[config.mk]
export PLATFORM = sky130hd
export DESIGN_NAME = arcsine_search
export DESIGN_NICKNAME = d
export VERILOG_FILES = /design/src/rtl/arcsine_search_pkg.sv /design/src/rtl/arcsine_search_quarter_sine_rom.sv /design/src/rtl/arcsine_search.sv
export SDC_FILE = /design/constraint.sdc
export NUM_CORES = 1
export LEC_CHECK = 0
export ABC_CLOCK_PERIOD_IN_PS = 6800
export BUFFER_PORTS_ARGS = -buffer_cell sky130_fd_sc_hd__buf_4
export CORE_MARGIN = 5
export CORE_UTILIZATION = 40
export CTS_BUF_LIST = sky130_fd_sc_hd__clkbuf_16
export CTS_CLUSTER_DIAMETER = 200
export CTS_CLUSTER_SIZE = 12
export DETAILED_ROUTE_END_ITERATION = 7
export GPL_ROUTABILITY_DRIVEN = 0
export GPL_TIMING_DRIVEN = 0
export HOLD_SLACK_MARGIN = 0.02
export PLACE_DENSITY_LB_ADDON = 0.15
export SLEW_MARGIN = 20
export SYNTH_ARGS = -nofsm -noshare
export SYNTH_HDL_FRONTEND = slang
export SYNTH_SLANG_ARGS = --single-unit
[constraint.sdc]
create_clock -name clk -period 6.8 [get_ports clk]
set_input_delay 0.68 -clock clk [delete_from_list [all_inputs] [get_ports clk]]
set_output_delay 0.68 -clock clk [all_outputs]
set_load 0.05 [all_outputs]
[src/rtl/arcsine_search_pkg.sv]
// Shared definitions for the arcsine phase search and the quarter-wave ROM.
// Holds the 64-entry quarter-sine table, datapath widths and FSM state encoding.
package arcsine_search_pkg;

   localparam int unsigned TABLE_DEPTH = 64;
   localparam int unsigned IDX_W       = 6;
   localparam int unsigned MAG_W       = 7;
   localparam int unsigned SAMPLE_W    = 8;
   localparam int unsigned PHASE_W     = 8;
   localparam int unsigned K_W         = 3;

   // First quarter of a sine period, amplitude 127, sampled at 64 points
   localparam logic [MAG_W-1:0] QW_TABLE [TABLE_DEPTH] = '{
      7'd1,   7'd4,   7'd7,   7'd10,  7'd13,  7'd16,  7'd19,  7'd23,
      7'd26,  7'd29,  7'd32,  7'd35,  7'd38,  7'd41,  7'd44,  7'd47,
      7'd49,  7'd52,  7'd55,  7'd58,  7'd61,  7'd63,  7'd66,  7'd69,
      7'd71,  7'd74,  7'd77,  7'd79,  7'd81,  7'd84,  7'd86,  7'd88,
      7'd91,  7'd93,  7'd95,  7'd97,  7'd99,  7'd101, 7'd103, 7'd105,
      7'd106, 7'd108, 7'd110, 7'd111, 7'd113, 7'd114, 7'd115, 7'd117,
      7'd118, 7'd119, 7'd120, 7'd121, 7'd122, 7'd123, 7'd124, 7'd124,
      7'd125, 7'd125, 7'd126, 7'd126, 7'd127, 7'd127, 7'd127, 7'd127
   };

   typedef enum logic [1:0] {
      ST_IDLE   = 2'd0,
      ST_SEARCH = 2'd1,
      ST_DONE   = 2'd2
   } state_e;

   // Magnitude of a signed sample; -128 saturates to 127
   function automatic logic [MAG_W-1:0] abs_sat(input logic [SAMPLE_W-1:0] s);
      logic [SAMPLE_W-1:0] neg;
      neg = ~s + SAMPLE_W'(1);
      if (s == 8'h80)
         return MAG_W'(127);
      else if (s[SAMPLE_W-1])
         return neg[MAG_W-1:0];
      else
         return s[MAG_W-1:0];
   endfunction

   // Falling quarter mirrors the index within the quarter
   function automatic logic [PHASE_W-1:0] make_phase(input logic sign,
                                                     input logic slope_neg,
                                                     input logic [IDX_W-1:0] idx);
      logic [IDX_W-1:0] q;
      q = slope_neg ? (IDX_W'(TABLE_DEPTH - 1) - idx) : idx;
      return {sign, slope_neg, q};
   endfunction

endpackage

[src/rtl/arcsine_search_quarter_sine_rom.sv]
// Combinational quarter-wave sine lookup, shared with the forward sine generator.
module quarter_sine_rom
   import arcsine_search_pkg::*;
(
   input  logic [IDX_W-1:0] addr,
   output logic [MAG_W-1:0] value_c
);

   assign value_c = QW_TABLE[addr];

endmodule

[src/rtl/arcsine_search.sv]
// Recovers sine phase from an amplitude by binary search over the quarter-wave table.
// Optional ARCSINE_EXACT_FLAG_EN adds a flag for an exact table hit.
module arcsine_search
   import arcsine_search_pkg::*;
(
   input  logic                clk,
   input  logic                rst,
   input  logic                in_valid,
   output logic                in_ready,
   input  logic [SAMPLE_W-1:0] sample,
   input  logic                slope_neg,
   output logic                out_valid,
   input  logic                out_ready,
   output logic [PHASE_W-1:0]  phase,
   output logic                exact
);

   state_e             state;
   logic [IDX_W-1:0]   idx;
   logic [K_W-1:0]     k;
   logic [MAG_W-1:0]   mag;
   logic               sign_q;
   logic               slope_q;

   logic [IDX_W-1:0]   trial_c;
   logic [IDX_W-1:0]   rom_addr_c;
   logic [IDX_W-1:0]   step_idx_c;
   logic [MAG_W-1:0]   rom_trial_c;

   // idx only carries bits above k, so OR-ing in 2^k equals idx + 2^k
   assign trial_c    = idx | (IDX_W'(1) << k);
   assign rom_addr_c = trial_c - IDX_W'(1);
   assign step_idx_c = (rom_trial_c < mag) ? trial_c : idx;

   quarter_sine_rom u_rom_trial (
      .addr    (rom_addr_c),
      .value_c (rom_trial_c)
   );

   always_ff @(posedge clk or posedge rst) begin
      if (rst) begin
         state     <= ST_IDLE;
         in_ready  <= 1'b1;
         out_valid <= 1'b0;
         phase     <= '0;
         idx       <= '0;
         k         <= K_W'(5);
         mag       <= '0;
         sign_q    <= 1'b0;
         slope_q   <= 1'b0;
      end else begin
         case (state)
            ST_IDLE: begin
               if (in_valid) begin
                  mag      <= abs_sat(sample);
                  sign_q   <= sample[SAMPLE_W-1];
                  slope_q  <= slope_neg;
                  idx      <= '0;
                  k        <= K_W'(5);
                  in_ready <= 1'b0;
                  state    <= ST_SEARCH;
               end
            end
            ST_SEARCH: begin
               idx <= step_idx_c;
               if (k == '0) begin
                  state     <= ST_DONE;
                  out_valid <= 1'b1;
                  phase     <= make_phase(sign_q, slope_q, step_idx_c);
               end else begin
                  k <= k - K_W'(1);
               end
            end
            ST_DONE: begin
               if (out_ready) begin
                  state     <= ST_IDLE;
                  out_valid <= 1'b0;
                  in_ready  <= 1'b1;
               end
            end
            default: begin
               state     <= ST_IDLE;
               out_valid <= 1'b0;
               in_ready  <= 1'b1;
            end
         endcase
      end
   end

`ifdef ARCSINE_EXACT_FLAG_EN
   logic [MAG_W-1:0] rom_final_c;
   logic             exact_q;

   // Second lookup checks the final index in the same cycle the phase is latched
   quarter_sine_rom u_rom_final (
      .addr    (step_idx_c),
      .value_c (rom_final_c)
   );

   always_ff @(posedge clk or posedge rst) begin
      if (rst)
         exact_q <= 1'b0;
      else if (state == ST_SEARCH && k == '0)
         exact_q <= (rom_final_c == mag);
   end

   assign exact = exact_q;
`else
   assign exact = 1'b0;
`endif

endmodule

* Yosys cells after proc, flatten, opt, wreduce, memory -nomap -nowiden
Memories as Yosys holds them, arrays and structs flattened. Cells that the tools add are included. Widths: inputs -> output; s select.
Cells by class: add/sub/neg operators 4, magnitude comparators 2, equality and inequality tests 7, shift-type cells 1, mux-type cells 21, bitwise operators 5, reduce and logical (&&, ||, !) cells 10
Operators with widths (count):
- $mux 7 | 4
- $mux 6 | 3
- $pmux 6 s2 | 1
- $reduce_and 3->1 | 4
- $eq 8x8->1 const B | 1
- $ne 2x2->1 const B | 4
- $add 7x1->7 const B | 1
- $ge 7x7->1 const B | 1
- $lt 7x7->1 | 1
- $not 6->7 | 1
- $not 7->7 | 1
- $mux 2 | 3
- $mux 3 | 2
- $or 6x6->6 | 1
- $pmux 1 s3 | 2
- $pmux 2 s3 | 1
- $pmux 3 s2 | 1
- $reduce_and 2->1 | 3
- $shl 1x3->6 const A | 1
- $sub 6x1->6 const B | 1
- $sub 6x6->6 const A | 1
- $mux 1 | 4
- $logic_not 3->1 | 1
- $sub 3x1->3 const B | 1
- other kinds (5) | 6
Word-level totals: flip-flop bits (word level) 30, bits in read-only memories 448, input bits 13, memories 1
Memories:
- (no name shown) | depth 64, width 7, rd ports 1, clocked after memory_dff 0, write ports 0, line arcsine_search_quarter_sine_rom.sv:9 | assign value_c = QW_TABLE[addr];

* Depth between registers and ports, before layout
depth in word-level cells 11, depth in mapped cells 25

* By module
From an unflattened synthesis, not the netlist that was laid out.
Second synthesis, totals: cells, all modules 290, area, all modules 2548.7 um^2
Modules (own cells, without submodules):
- arcsine_search | times used 1, cells each 195, area an instance 1861.8 um^2
- quarter_sine_rom | times used 1, cells each 95, area an instance 686.9 um^2

* Worst setup path after synthesis
OpenSTA, ideal clock, no wires.
path kind register to register, from register k[0], to register phase[3], setup time 0.116 ns, data arrival time 4.845 ns, setup slack 1.839 ns, cell stages (with the launch flop) 25, buffers on the path 3, clock period less this slack 4.961 ns, cell sequence dfstp_2 > inv_1 > ha_1 > and2b_1 > or2_1 > buf_4 > inv_1 > ha_1 > inv_1 > ha_1 > clkbuf_1 > clkbuf_1 > nor2_1 > a21oi_1 > o21ai_0 > a211o_1 > ha_1 > a21oi_1 > o21ai_0 > nor3_1 > a21oi_1 > o31ai_2 > o22ai_1 > or4_1 > o311ai_0
On the way: cells in the longest elaborated chain, start to end 11, elaborated cells on any way between the ends 13
RTL lines:
- start, declared | line arcsine_search.sv:20 | logic [K_W-1:0] k;
- start signal, assigned | line arcsine_search.sv:71 | k <= k - K_W'(1);
- $shl 1x3->6 | line arcsine_search.sv:31 | assign trial_c = idx | (IDX_W'(1) << k);
- $or 6x6->6 | line arcsine_search.sv:31
- $sub 6x1->6 | line arcsine_search.sv:32 | assign rom_addr_c = trial_c - IDX_W'(1);
- $not 6->7 (not written as such) | line arcsine_search_quarter_sine_rom.sv:9
- $mem_v2 64x7
- $mux 7 (not written as such) (2 in series) | line arcsine_search_quarter_sine_rom.sv:9
- $lt 7x7->1 | line arcsine_search.sv:33 | assign step_idx_c = (rom_trial_c < mag) ? trial_c : idx;
- $mux 6 | line arcsine_search.sv:33
- $sub 6x6->6 | line arcsine_search_pkg.sv:47 | q = slope_neg ? (IDX_W'(TABLE_DEPTH - 1) - idx) : idx;
- $mux 6 | line arcsine_search_pkg.sv:47
- end signal, assigned | line arcsine_search.sv:69 | phase <= make_phase(sign_q, slope_q, step_idx_c);
- end, declared | line arcsine_search.sv:14 | output logic [PHASE_W-1:0] phase,
Several ways; a longest one is shown, not always the timed one. The select of a mux whose other input is x is not followed. A chain may end at the register's enable or synchronous reset.

* Worst setup path after layout
from register k[0], to register idx[3]
On the way: cells in the longest elaborated chain, start to end 10
RTL lines:
- $shl 1x3->6 (*) | line arcsine_search.sv:31
- $or 6x6->6 (*) | line arcsine_search.sv:31
- $sub 6x1->6 | line arcsine_search.sv:32
- $not 6->7 (not written as such) | line arcsine_search_quarter_sine_rom.sv:9
- $mem_v2 64x7
- $mux 7 (not written as such) (2 in series) | line arcsine_search_quarter_sine_rom.sv:9
- $lt 7x7->1 | line arcsine_search.sv:33
- $mux 6 (*) | line arcsine_search.sv:33
- $pmux 6 s2 (*) | line arcsine_search.sv:52 | case (state)
- end signal, assigned | line arcsine_search.sv:65 | idx <= step_idx_c;
- end, declared | line arcsine_search.sv:19 | logic [IDX_W-1:0] idx;
Every way passes the cells marked *; elsewhere a longest branch is shown, timed or not. The select of a mux whose other input is x is not followed.

==> qor.yml <==
run_status:
  status: "completed"
clock_network:
  cts_tree: "yes"
  cts_buffers: 5
  clock_path_buffers: 2
  clock_latency_ns: 0.28
  path_clk_slew_ns: 0.05
  root_buffer: "clkbuf_16"
  cts_resized: 0
  htree_num_levels: 2
  clock-sinks: 30
  post-cts-setup-buffers: 0
  cts_hold_buf: 0
synth:
  yosysUniqueCellTypes: 53
  synth_area_per_cell_sq_um: 7.845
  yosys_warnings: 0
  synth.most_common_cell: "nand2_1"
  synth.area.top_cells: "dfrtp_1, ha_1, nand2_1"
  synth_enable_flop_cells: 0
  ys_seq_elements: 30
  synth_top_flop_cell: "dfrtp_1"
  syn_inst: 326
  synth_nets: 358
  synth.cell_area_sq_mm: 0.002557
  yosys.area.top_type: "dfrtp_1"
  yosys-top-cells-count: "nand2_1, a21oi_1, dfrtp_1"
  seq_area_frac_synth_pct: 29.50
  ys_async_sr_fraction_pct: 100.0
  synth_top_area_share_pct: 26.42
grt:
  grt_pass1_wl_um: 10760
  grt_usage_pct: 15.60
  grt_antenna_before_repair: 0
  grt_max_degree: 31
  gr-total-overflow: 0
  first_global_vias: 2200
layout:
  stdcell_count: 432
  fin_nets: 386
  antennaDiodeCount: 0
  area.sequential_sq_um: 754.5
  multiInputGateArea_sq_mm: 0.001644
  area_growth_pct: 16.29
  fill_cells: 632
  drive_gt1_share_pct: 12.96
route:
  drt-initial-drc-count: 189
  wl_met2_um: 2717
  routedWlPerCell_um: 14.28
  drt_drc_violations_left: 0
  wl_um: 6169
  via_per_inst: 5.375
  top_layer_used: "met4"
  ant_nets: 0
  drt_pass1_iterations: 4
  route.layer.met1.wl_um: 3155
  vias: 2322
  met3_length_um: 225
sta:
  slew_headroom_pct: 29.74
  fin_setup_tns_ns: 0
  maxSlewViolCount: 0
  period_share_pct: 87.06
  rsz0062_at_grt: "false"
  period_needed_ns: 5.920
  finalHoldViolations: 0
  fmax_mhz: 168.9
  finClkSkew_ns: 0.01078
  worstMarginPinSlew_ns: 1.052
  setup_violations: 0
placement:
  dp.cells: 424
  hpwl_um: 4701
  io_buffers: 21
hold_path:
  hold_depth: 2
  hold_class: "reg -> reg"
critical_path:
  crit_arrival_ns: 6.11
  required_ns: 6.99
  worstSetupPathType: "reg -> reg"
  end_kind: "flip-flop"
  reg2reg_depth: 24
  crit_fanout: 10
  start_kind: "flip-flop"
run:
  drv_cap: 0
floorplan:
  die_h_um: 89.96
  rows: 29
  start_util_pct: 40.74
  core_sq_mm: 0.006277
  die_area_sq_mm: 0.008093
  io_pins: 24
  die_x_um: 89.96
[layout make-up]
type                    instances  area share [%]
plain buffers                  20           2.945
clock buffers                   5           4.207
clock inverters                 3           1.262
inverters                      19           2.398
multi-input cells             257           55.28
flip-flops and latches         30           25.37
well taps                      77           3.239
repair buffers                 21           5.301
[stage by stage]
step           utilization [%]  cell area [sq um]  hold WS [ns]  setup slack, ns
3_5_place_dp             44.79               2811        0.4582           0.9808
6_report                 47.38               2974        0.4628           0.8802
5_1_grt                  47.38               2974        0.4739           0.3957
3_3_place_gp             44.79               2811        0.4491           0.9703
4_1_cts                  47.38               2974        0.4677           0.9409
2_1_floorplan                -               2557        0.4386            1.839
[sequential cells by signal, summed over array words and instances, names as in the netlist]
name       flops
idx            6
in_ready       1
k              3
mag            7
out_valid      1
phase          8
sign_q         1
slope_q        1
state          2
[metal layers]
| layer | vias up | GRT usage, % |
|---|---|---|
| li1 | 1214 | - |
| met1 | 1054 | 22.98 |
| met2 | 46 | 23.54 |
| met3 | 8 | 3.172 |
| met4 | 0 | 3.350 |
| met5 | - | 0 |
[logic make-up (layout without fill, tap and decap cells)]
group / count (synthesis) / in the layout / synth area share, %
other: 1 / 1 / 0.1466
adders and majority gates: 19 / 19 / 9.296
xor gates and xnor gates: 9 / 9 / 3.816
AOI/OAI and AO/OA: 97 / 97 / 23.83
and+or+nand+nor: 122 / 122 / 23.14
DFF: 30 / 30 / 29.50
muxes: 9 / 9 / 4.061
buffers and inverters: 39 / 68 / 6.213
[layout by cell type (no fill, tap or decap), types with 2 or more instances in the layout]
| cell type | n |
|---|---|
| a211oi_1 | 4 |
| a21o_1 | 3 |
| a21oi_1 | 29 |
| a22oi_1 | 7 |
| a31oi_1 | 5 |
| buf_2 | 4 |
| buf_4 | 23 |
| clkbuf_1 | 14 |
| clkbuf_16 | 5 |
| clkinv_1 | 2 |
| dfrtp_1 | 27 |
| dfstp_2 | 3 |
| ha_1 | 19 |
| inv_1 | 18 |
| mux2i_1 | 7 |
| nand2_1 | 48 |
| nand2b_1 | 6 |
| nand3_1 | 9 |
| nor2_1 | 22 |
| nor2b_1 | 6 |
| nor3_1 | 8 |
| nor3b_1 | 5 |
| nor4b_1 | 2 |
| o211ai_1 | 4 |
| o21ai_0 | 26 |
| o22ai_1 | 5 |
| o311ai_1 | 3 |
| o31ai_1 | 2 |
| or3_1 | 4 |
| or4_1 | 3 |
| xnor2_1 | 4 |
| xor2_1 | 4 |
[worst paths after layout]
check | slack (ns) | endpoint | start
worst max register to register | 0.88 | idx[3] | k[0]
worst min register to register | 0.46 | in_ready | in_ready
max in group asynchronous | 5.89 | idx[3] | rst
worst max-delay path | 0.88 | idx[3] | k[0]
min in group asynchronous | 0.49 | mag[6] | rst
worst min-delay path | 0.46 | in_ready | in_ready
[critical path, cell delays in order, from the launching register on]
cell and delay [ns]:
dfstp_2 0.57, inv_1 0.08, ha_1 0.29, and2b_1 0.27
or2_1 0.22, buf_4 0.17, inv_1 0.15, ha_1 0.26
inv_1 0.08, ha_1 0.38, clkbuf_1 0.41, clkbuf_1 0.44
nor2_1 0.10, a21oi_1 0.12, o21ai_0 0.11, a211o_1 0.32
ha_1 0.30, a21oi_1 0.15, o21ai_0 0.14, nor3_1 0.34
a21oi_1 0.11, o31ai_2 0.10, o22a_1 0.32, nand3_1 0.22
o21ai_0 0.20
Power is not shown: default switching activity piles up to over one toggle a cycle in this logic, so the estimate is an artifact.
